===== src/rtl/uart_reg_arbiter.sv =====
// Queues UART-decoded register writes in a small FIFO and shares a single-port register
// array between that write queue and a core read port through a round-robin arbiter.
module uart_reg_arbiter #(
    parameter int unsigned DEPTH  = 4,
    parameter int unsigned ADDR_W = 5,
    parameter int unsigned DATA_W = 4
) (
    input  logic                     clk,
    input  logic                     reset,
    input  logic [ADDR_W-1:0]        uart_addr,
    input  logic [DATA_W-1:0]        uart_data,
    input  logic                     uart_ready,
    input  logic                     rd_req,
    input  logic [ADDR_W-1:0]        rd_addr,
    output logic                     rd_gnt,
    output logic                     rd_valid,
    output logic [DATA_W-1:0]        rd_data,
    output logic                     wr_strobe,
    output logic [ADDR_W-1:0]        wr_addr,
    output logic [DATA_W-1:0]        wr_data,
    output logic [$clog2(DEPTH):0]   fifo_count,
    output logic                     overflow,
    input  logic                     overflow_clr
);

    localparam int unsigned PtrW    = $clog2(DEPTH);
    localparam int unsigned NumRegs = 2 ** ADDR_W;
    localparam logic [PtrW:0]   CntOne  = 1;
    localparam logic [PtrW:0]   CntFull = DEPTH[PtrW:0];
    localparam logic [PtrW-1:0] PtrOne  = 1;

    logic              sync_s1_q, sync_s2_q, hist_q;
    logic [ADDR_W-1:0] fifo_addr_q [DEPTH];
    logic [DATA_W-1:0] fifo_data_q [DEPTH];
    logic [PtrW-1:0]   wr_ptr_q, rd_ptr_q;
    logic [PtrW:0]     count_q, count_d;
    logic [DATA_W-1:0] regs_q [NumRegs];
    logic              last_w_q, last_w_d;
    logic              overflow_q, overflow_d;
    logic              rd_valid_q, wr_strobe_q;
    logic [DATA_W-1:0] rd_data_q, wr_data_q;
    logic [ADDR_W-1:0] wr_addr_q;

    logic push, full, w_req, w_gnt, r_gnt, push_ok, drop;

    assign push    = sync_s2_q & ~hist_q;
    assign full    = (count_q == CntFull);
    assign w_req   = (count_q != '0);
    // On contention, grant whichever side did not win last time.
    assign w_gnt   = w_req & (~rd_req | ~last_w_q);
    assign r_gnt   = rd_req & ~w_gnt;
    assign push_ok = push & (~full | w_gnt);
    assign drop    = push & full & ~w_gnt;

    always_comb begin
        count_d = count_q;
        if (push_ok && !w_gnt) begin
            count_d = count_q + CntOne;
        end else if (!push_ok && w_gnt) begin
            count_d = count_q - CntOne;
        end
    end

    always_comb begin
        last_w_d = last_w_q;
        if (w_gnt) begin
            last_w_d = 1'b1;
        end else if (r_gnt) begin
            last_w_d = 1'b0;
        end
    end

    assign overflow_d = (overflow_q & ~overflow_clr) | drop;

    // Synchroniser flops reset high so a ready level held across reset is not an edge.
    always_ff @(posedge clk) begin
        if (reset) begin
            sync_s1_q   <= 1'b1;
            sync_s2_q   <= 1'b1;
            hist_q      <= 1'b1;
            wr_ptr_q    <= '0;
            rd_ptr_q    <= '0;
            count_q     <= '0;
            last_w_q    <= 1'b0;
            overflow_q  <= 1'b0;
            rd_valid_q  <= 1'b0;
            rd_data_q   <= '0;
            wr_strobe_q <= 1'b0;
            wr_addr_q   <= '0;
            wr_data_q   <= '0;
            for (int i = 0; i < NumRegs; i++) begin
                regs_q[i] <= '0;
            end
        end else begin
            sync_s1_q   <= uart_ready;
            sync_s2_q   <= sync_s1_q;
            hist_q      <= sync_s2_q;
            count_q     <= count_d;
            last_w_q    <= last_w_d;
            overflow_q  <= overflow_d;
            rd_valid_q  <= r_gnt;
            wr_strobe_q <= w_gnt;
            if (push_ok) begin
                wr_ptr_q <= wr_ptr_q + PtrOne;
            end
            if (w_gnt) begin
                rd_ptr_q                        <= rd_ptr_q + PtrOne;
                regs_q[fifo_addr_q[rd_ptr_q]]   <= fifo_data_q[rd_ptr_q];
                wr_addr_q                       <= fifo_addr_q[rd_ptr_q];
                wr_data_q                       <= fifo_data_q[rd_ptr_q];
            end
            if (r_gnt) begin
                rd_data_q <= regs_q[rd_addr];
            end
        end
    end

    // Storage only; emptiness is tracked by the pointers and count.
    always_ff @(posedge clk) begin
        if (push_ok) begin
            fifo_addr_q[wr_ptr_q] <= uart_addr;
            fifo_data_q[wr_ptr_q] <= uart_data;
        end
    end

    assign rd_gnt     = r_gnt;
    assign rd_valid   = rd_valid_q;
    assign rd_data    = rd_data_q;
    assign wr_strobe  = wr_strobe_q;
    assign wr_addr    = wr_addr_q;
    assign wr_data    = wr_data_q;
    assign fifo_count = count_q;
    assign overflow   = overflow_q;

endmodule


===== config.mk =====
export PLATFORM = sky130hd
export DESIGN_NAME = uart_reg_arbiter
export DESIGN_NICKNAME = d
export VERILOG_FILES = /design/src/rtl/uart_reg_arbiter.sv
export SDC_FILE = /design/constraint.sdc
export NUM_CORES = 1
export LEC_CHECK = 0
export BUFFER_PORTS_ARGS = -buffer_cell sky130_fd_sc_hd__clkbuf_2
export CORE_AREA = 2 2 149 151
export DETAILED_ROUTE_END_ITERATION = 10
export DIE_AREA = 0 0 151 153
export GPL_TIMING_DRIVEN = 0
export PLACE_DENSITY = 0.56
export SLEW_MARGIN = 20
export SYNTH_ARGS = -nofsm -noshare
export SYNTH_HDL_FRONTEND = slang
export SYNTH_SLANG_ARGS = --single-unit
export TNS_END_PERCENT = 30

===== constraint.sdc =====
create_clock -name clk -period 7.85 [get_ports clk]
set_input_delay 1.57 -clock clk [delete_from_list [all_inputs] [get_ports clk]]
set_output_delay 1.57 -clock clk [all_outputs]
set_load 0.05 [all_outputs]

==> reports/metrics.cfg, run 1 <==
[clock_network]
cts_buffers=17
cts_tree=yes
hold_buffers=0
cts_sinks=193
clk_pin_slew_ns=0.07
cts_resized=0
cts_root_buf=clkbuf_16
clkLatencyLatePin_ns=0.44
ctsLongestPathBuffers=2
htreeDepth=4
post-cts-setup-buffers=0

[route]
wl_per_cell_um=19.4
highest_layer=met4
firstDrtPassIters=5
drtIter0Drc=538
dr_total_vias=5344
met1_length_mm=8.46
ant_nets=0
finalWirelength_mm=19.9
drc_errors=0
dr_wl_met2_mm=9.56
vias_per_cell=5.22
dr_wl_met3_mm=1.26

[timing]
fin_tns_setup_ns=0
finalSetupViolCount=0
fin_skew_ns=0.0106
min_period_ns=4.20
fin_crit_sh_pct=53.5
fmax_ghz=0.238
slew_viol_final=0
hold_violations=0
rsz0062_at_grt=false
hold_slack_ns=0.430
relSlewSlack_pct=49.6
worstMarginPinSlew_ns=0.756

[synthesis]
synth_area_leader_cell=edfxtp_1
synth.area.top_cells=edfxtp_1 (58%), mux2i_1 (8.7%), nor2_1 (7.0%)
synth-seq-cells=193
synth_warnings=0
synthFlopType=edfxtp_1
ys_seq_area_share_pct=65.3
synth_edf_count=164
synth.avg_cell_area_um2=12.5
synth_top_area_share_pct=58.5
syn-num-nets=700
synthDistinctLibCells=36
synthCells=675
synth_area_um2=8420
async_flop_share_pct=0

[setup_path]
worstPathCellList=clkbuf_2, o21a_1, clkbuf_1, clkbuf_2
worstPathRequired_ns=6.28
r2r-end=fifo_count[2]
crit_buf_inv=3
worstSetupPathType=in2out
cp.arrival_ns=2.63
rrSetupSlack_ns=4.80
cp_top_family=buffers and inverters
cpMostUsedCell=clkbuf_2
crit_slowest_cell=clkbuf_1
cp_num_cells=4
cp-start-kind=primary input
slowest_delay_ns=0.45
worstRegToRegCells=10
r2r_start=fifo_count[0]
crit_path_max_fanout=10
end_kind=primary output
crit_path_end=rd_gnt
startpoint=rd_req

[job]
maxCapViolations=0

[global_route]
antenna_found_initial=0
grt.total_usage_pct=17.8
grt_overflow=0
grt_pass1_vias=5237
grt_pass1_wl_mm=29.6
grt_max_degree=17

[final_layout]
layout.nets=756
final_cell_mix=edfxtp_1 (164), nor2_1 (158), mux2i_1 (73)
drive_above_1_share_pct=12.2
mostFrequentLayoutCell=edfxtp_1
area_growth_pct=13.4
antenna_cells=0
n_fill_cell=2009

[die]
die-area_um2=23100
initial_utilization_pct=39.2
ios=39
coreArea_um2=21500
dieHeight_um=153
die_w_um=151
rows=54

[place]
place_hpwl_mm=14.1
numPortBuffers=37
gp_congestion=0.833

[pwr]
power_density_nw_per_um2=294
p_total_mw=2.81
max-vdd-ir-drop_v=0.000208
power.leakage_nw=3.53

[min_path]
hold_class=reg2reg
min_from=sync_s1_q

[status]
status=finished, final reports clean

[per-stage QoR]
stage / setup slack, ns / utilization [%] / std cells / cell area (um^2)
detailed placement: 3.65 / 41.7 / 992 / 8960
CTS: 3.64 / 44.5 / 1024 / 9550
global placement: 3.65 / 41.7 / 992 / 8960
floorplan: 4.00 / - / 675 / 8420
global route: 3.56 / 44.5 / 1024 / 9550
finish: 3.65 / 44.5 / 1024 / 9550
[metal layers]
metal	global-route usage, %	vias up
met3	3.91	33
li1	-	2511
met1	23.4	2598
met4	6.90	0
met5	0	-
met2	28.7	202
[final cells by class]
type | count | area [um^2] | area share [%]
repair buffers | 37 | 185 | 1.94
flip-flops and latches | 193 | 5510 | 57.6
inverters | 4 | 15.0 | 0.157
well taps | 280 | 350 | 3.67
multi-input cells | 438 | 2710 | 28.4
clock inverters | 14 | 164 | 1.72
plain buffers | 40 | 193 | 2.02
clock buffers | 18 | 429 | 4.49
[how the worst min path moves through the flow]
stage / cells past startpoint / to
after floorplan: 1 / sync_s2_q
after global placement: 1 / sync_s2_q
after detailed placement: 1 / sync_s2_q
after CTS: 1 / sync_s2_q
after global routing: 1 / sync_s2_q
final: 1 / sync_s2_q
[sequential cells by signal (all words and copies together), names as in the netlist, 2 cells and up, named ones only]
signal / flops
wr_addr: 5
wr_ptr_q: 2
fifo_count: 3
fifo_addr_q: 20
wr_data: 4
regs_q: 128
fifo_data_q: 16
rd_ptr_q: 2
rd_data: 4
[synthesized netlist by cell type (all sizes together), types with 6 or more instances]
| master | instances |
|---|---|
| a21oi | 29 |
| a22oi | 32 |
| and2 | 8 |
| buf | 11 |
| clkbuf | 29 |
| dfxtp | 29 |
| edfxtp | 164 |
| mux2i | 73 |
| nand2 | 46 |
| nand2b | 37 |
| nor2 | 162 |
| or4 | 6 |
[power breakdown]
part           internal [mW]  switching [mW]  total (mW)
combinational          0.184           0.506       0.690
sequential              1.20          0.0442        1.24
clock                  0.500           0.375       0.875
total                   1.88           0.925        2.81
[worst register-to-register path, stage by stage, from the launching register on]
cell and delay, ns:
dfxtp_1 0.39, nor3_1 0.42, nor2_1 0.27, inv_1 0.19, buf_1 0.39, ha_1 0.27, inv_1 0.06, fa_1 0.37
xor2_1 0.18, or3_1 0.30, a21oi_1 0.14
[cells by family (layout without fill, tap and decap cells)]
logic type / after synthesis / in the layout / share of synthesized area [%]
mux: 82 / 82 / 10.7
flops: 193 / 193 / 65.3
simple gates: 276 / 276 / 14.8
buf+inv: 44 / 113 / 2.47
fa+ha+maj: 6 / 6 / 0.980
xor+xnor: 5 / 5 / 0.520
compound gates: 69 / 69 / 5.24
Power figures use the tool's default switching activity.
==> run 2, diff against run 1 <==
--- a/config.mk
+++ b/config.mk
@@ -5,6 +5,7 @@
 export SDC_FILE = /design/constraint.sdc
 export NUM_CORES = 1
 export LEC_CHECK = 0
+export ABC_AREA = 1
 export BUFFER_PORTS_ARGS = -buffer_cell sky130_fd_sc_hd__clkbuf_2
 export CORE_AREA = 2 2 149 151
 export DETAILED_ROUTE_END_ITERATION = 10
==> constraint.sdc (replaced) <==
create_clock -name clk -period 4.1 [get_ports clk]
set_input_delay 0.82 -clock clk [delete_from_list [all_inputs] [get_ports clk]]
set_output_delay 0.82 -clock clk [all_outputs]
set_load 0.05 [all_outputs]
==> run 2 against run 1 <==
Utilization hardly changed. Highest routed layer unchanged. Hold slack worse by 0.013 ns. Clock skew is 0.0014 ns lower. Via count is 17% higher. Sequential power is 97% higher. Die area stayed put. Critical path type is now reg2out. Sequential share of layout area hardly changed.
==> reports/metrics.cfg, run 2 <==
[synthesis]
yosys.area_share.simple_pct=27.0  ; was 14.8%
synthTopCellsByCount=nand2_1 (261), edfxtp_1 (164), nor2_1 (146), nand3_1 (118), clkbuf_1 (35)  ; was edfxtp_1 (164), nor2_1 (158), mux2i_1 (73), nand2_1 (46), nand2b_1 (37)
synth-xor-area-share_pct=0.103  ; was 0.520%
synthFlopType=edfxtp_1  ; unchanged
synth_edf_count=164  ; unchanged
synth_fa_ha_area_share_pct=0.975  ; was 0.980%
async_flop_share_pct=0  ; unchanged
synthDistinctLibCells=31  ; was 36
synth_area_um2=8470  ; was 8420 um^2
synth.avg_cell_area_um2=9.75  ; was 12.5 um^2
synth-seq-cells=193  ; unchanged
synth_top_family_by_area=simple AND/OR/NAND/NOR gates  ; unchanged
synth.most_common_cell=nand2_1  ; was edfxtp_1
synthCells=869  ; was 675
synth_top_area_share_pct=58.1  ; was 58.5%
synth.area.top_cells=edfxtp_1 (58%), nand2_1 (12%), nand3_1 (7.0%)  ; was edfxtp_1 (58%), mux2i_1 (8.7%), nor2_1 (7.0%)
synth_warnings=0  ; unchanged
synthMuxAreaShare_pct=0  ; was 10.7%
ys_seq_area_share_pct=65.0  ; was 65.3%
synth_area_leader_cell=edfxtp_1  ; unchanged
synth_compound_area_share_pct=3.32  ; was 5.24%
syn-num-nets=894  ; was 700

[setup_path]
worstRegToRegCells=8  ; was 10
worstPathRequired_ns=3.28  ; was 6.28 ns
crit_path_max_fanout=9  ; was 10
r2r-end=regs_q[16][1]  ; was fifo_count[2]
r2r_start=fifo_count[0]  ; unchanged
cp.arrival_ns=1.78  ; was 2.63 ns
worstSetupPathType=reg2out  ; was in2out
worstPathCellList=nor2_1, nand2_2, nand2_4, nand2_1, clkinv_1, clkbuf_2  ; was clkbuf_2, o21a_1, clkbuf_1, clkbuf_2
rrSetupSlack_ns=1.58  ; was 4.80 ns
end_kind=primary output  ; unchanged
crit_slowest_cell=dfxtp_1  ; was clkbuf_1
slowest_delay_ns=0.36  ; was 0.45 ns
cp_top_family=simple AND/OR/NAND/NOR gates  ; was buffers and inverters
cp-start-kind=flip-flop  ; was primary input
crit_buf_inv=2  ; was 3

[route]
drc_errors=0  ; unchanged
ant_nets=0  ; unchanged
firstDrtPassIters=6  ; was 5
drtIter0Drc=649  ; was 538
finalWirelength_mm=22.2  ; was 19.9 mm
vias_per_cell=5.16  ; was 5.22
wl_per_cell_um=18.3  ; was 19.4 um
dr_total_vias=6275  ; was 5,344

[die]
die_w_um=151  ; unchanged
die-area_um2=23100  ; unchanged
initial_utilization_pct=39.4  ; was 39.2%
dieHeight_um=153  ; unchanged
ios=39  ; unchanged
coreArea_um2=21500  ; unchanged
rows=54  ; unchanged

[place]
place_inst=1184  ; was 992
place_hpwl_mm=15.3  ; was 14.1 mm
place_ws_ns=1.16  ; was 3.65 ns
numPortBuffers=35  ; was 37
gp_congestion=0.867  ; was 0.833
postPlaceCellArea_um2=8990  ; was 8960 um^2

[timing]
worstMarginPinSlew_ns=0.889  ; was 0.756 ns
fin_crit_sh_pct=63.4
setup_ws_ns=1.50  ; was 3.65 ns
fmax_ghz=0.385
rsz0062_at_grt=false  ; unchanged
fin_tns_setup_ns=0  ; unchanged
finalSetupViolCount=0  ; unchanged
slew_viol_final=0  ; unchanged
hold_violations=0  ; unchanged
relSlewSlack_pct=40.8  ; was 49.6%
min_period_ns=2.60
fin_skew_ns=0.00927  ; was 0.0106 ns

[clock_network]
ctsLongestPathBuffers=2  ; unchanged
cts_sinks=193  ; unchanged
hold_buffers=0  ; unchanged
clk_pin_slew_ns=0.07  ; about the same
post-cts-setup-buffers=0  ; unchanged
htreeDepth=4  ; unchanged
cts_root_buf=clkbuf_16  ; unchanged
cts_tree=yes  ; unchanged
clkLatencyLatePin_ns=0.44  ; about the same
cts_buffers=17  ; unchanged
cts_resized=0  ; unchanged

[global_route]
grt_pass1_vias=6007  ; was 5,237
grt.total_usage_pct=20.0  ; was 17.8%
grt_overflow=0  ; unchanged
grt_pass1_wl_mm=34.0  ; was 29.6 mm
grt_max_degree=19  ; was 17
antenna_found_initial=0  ; unchanged

[min_path]
whs_path_depth=1  ; unchanged
min_from=sync_s1_q  ; unchanged
hold_class=reg2reg  ; unchanged
hold_end=sync_s2_q  ; unchanged

[pwr]
power.leakage_nw=3.79  ; was 3.53 nW
max-vdd-ir-drop_v=0.000466  ; was 0.000208 V
power_density_nw_per_um2=590  ; was 294 nW/um^2

[final_layout]
final_cell_mix=nand2_1 (261), edfxtp_1 (164), nor2_1 (146)  ; was edfxtp_1 (164), nor2_1 (158), mux2i_1 (73)
reg_top3=regs_q: 128 flops, fifo_addr_q: 20 flops, fifo_data_q: 16 flops  ; unchanged
drive_above_1_share_pct=10.3  ; was 12.2%
largest_reg_flops=128  ; unchanged
instances_no_fill=1216  ; was 1,024
largest-register=regs_q  ; unchanged
layout.nets=948  ; was 756
n_fill_cell=2092  ; was 2,009
design_area_um2=9560  ; was 9550 um^2
antenna_cells=0  ; unchanged
mostFrequentLayoutCell=nand2_1  ; was edfxtp_1
area_growth_pct=12.9  ; was 13.4%

[status]
status=finished, final reports clean  ; unchanged

[job]
maxCapViolations=0  ; unchanged

-- run 2: through the flow --
stage / utilization, % / power (mW) / hold slack (ns)
detailed placement: 41.9 / 4.07 / 0.402
floorplan: - / 3.53 / 0.389
CTS: 44.5 / 5.66 / 0.424
global placement: 41.9 / 4.06 / 0.407
global route: 44.5 / 5.90 / 0.433
finish: 44.5 / 5.64 / 0.418
-- run 2: worst max-delay path by stage --
stage | from | end | cells after the start
3_3_place_gp | rd_req | regs_q[16][1] | 8
5_1_grt | fifo_count[0] | rd_gnt | 6
6_report | fifo_count[0] | rd_gnt | 6
2_1_floorplan | fifo_count[0] | rd_gnt | 5
3_5_place_dp | rd_req | regs_q[16][1] | 8
4_1_cts | fifo_count[0] | rd_gnt | 6
-- run 2: area by class of cell --
type,instances,area [um^2],share of cell area (%)
flip-flops and latches,193,5510,57.6
multi-input cells,600,2660,27.8
clock buffers,20,468,4.90
well taps,280,350,3.66
plain buffers,47,196,2.05
repair buffers,35,175,1.83
inverters,29,109,1.14
clock inverters,12,96.3,1.01
-- run 2: per-layer routing --
metal	routed length [um]	GRT usage, %
met1	9580	27.0
met2	10500	31.9
met5	0	0
met4	622	7.79
met3	1540	4.09
-- run 2: power breakdown --
part | switching [mW] | internal [mW]
logic | 1.26 | 0.330
clock network | 0.767 | 0.846
registers | 0.105 | 2.33
total | 2.13 | 3.51
-- run 2: cells by family after synthesis --
family          Yosys count
fa+ha+maj                 6
buf+inv                  76
simple gates            547
compound gates           46
xor+xnor                  1
flops                   193
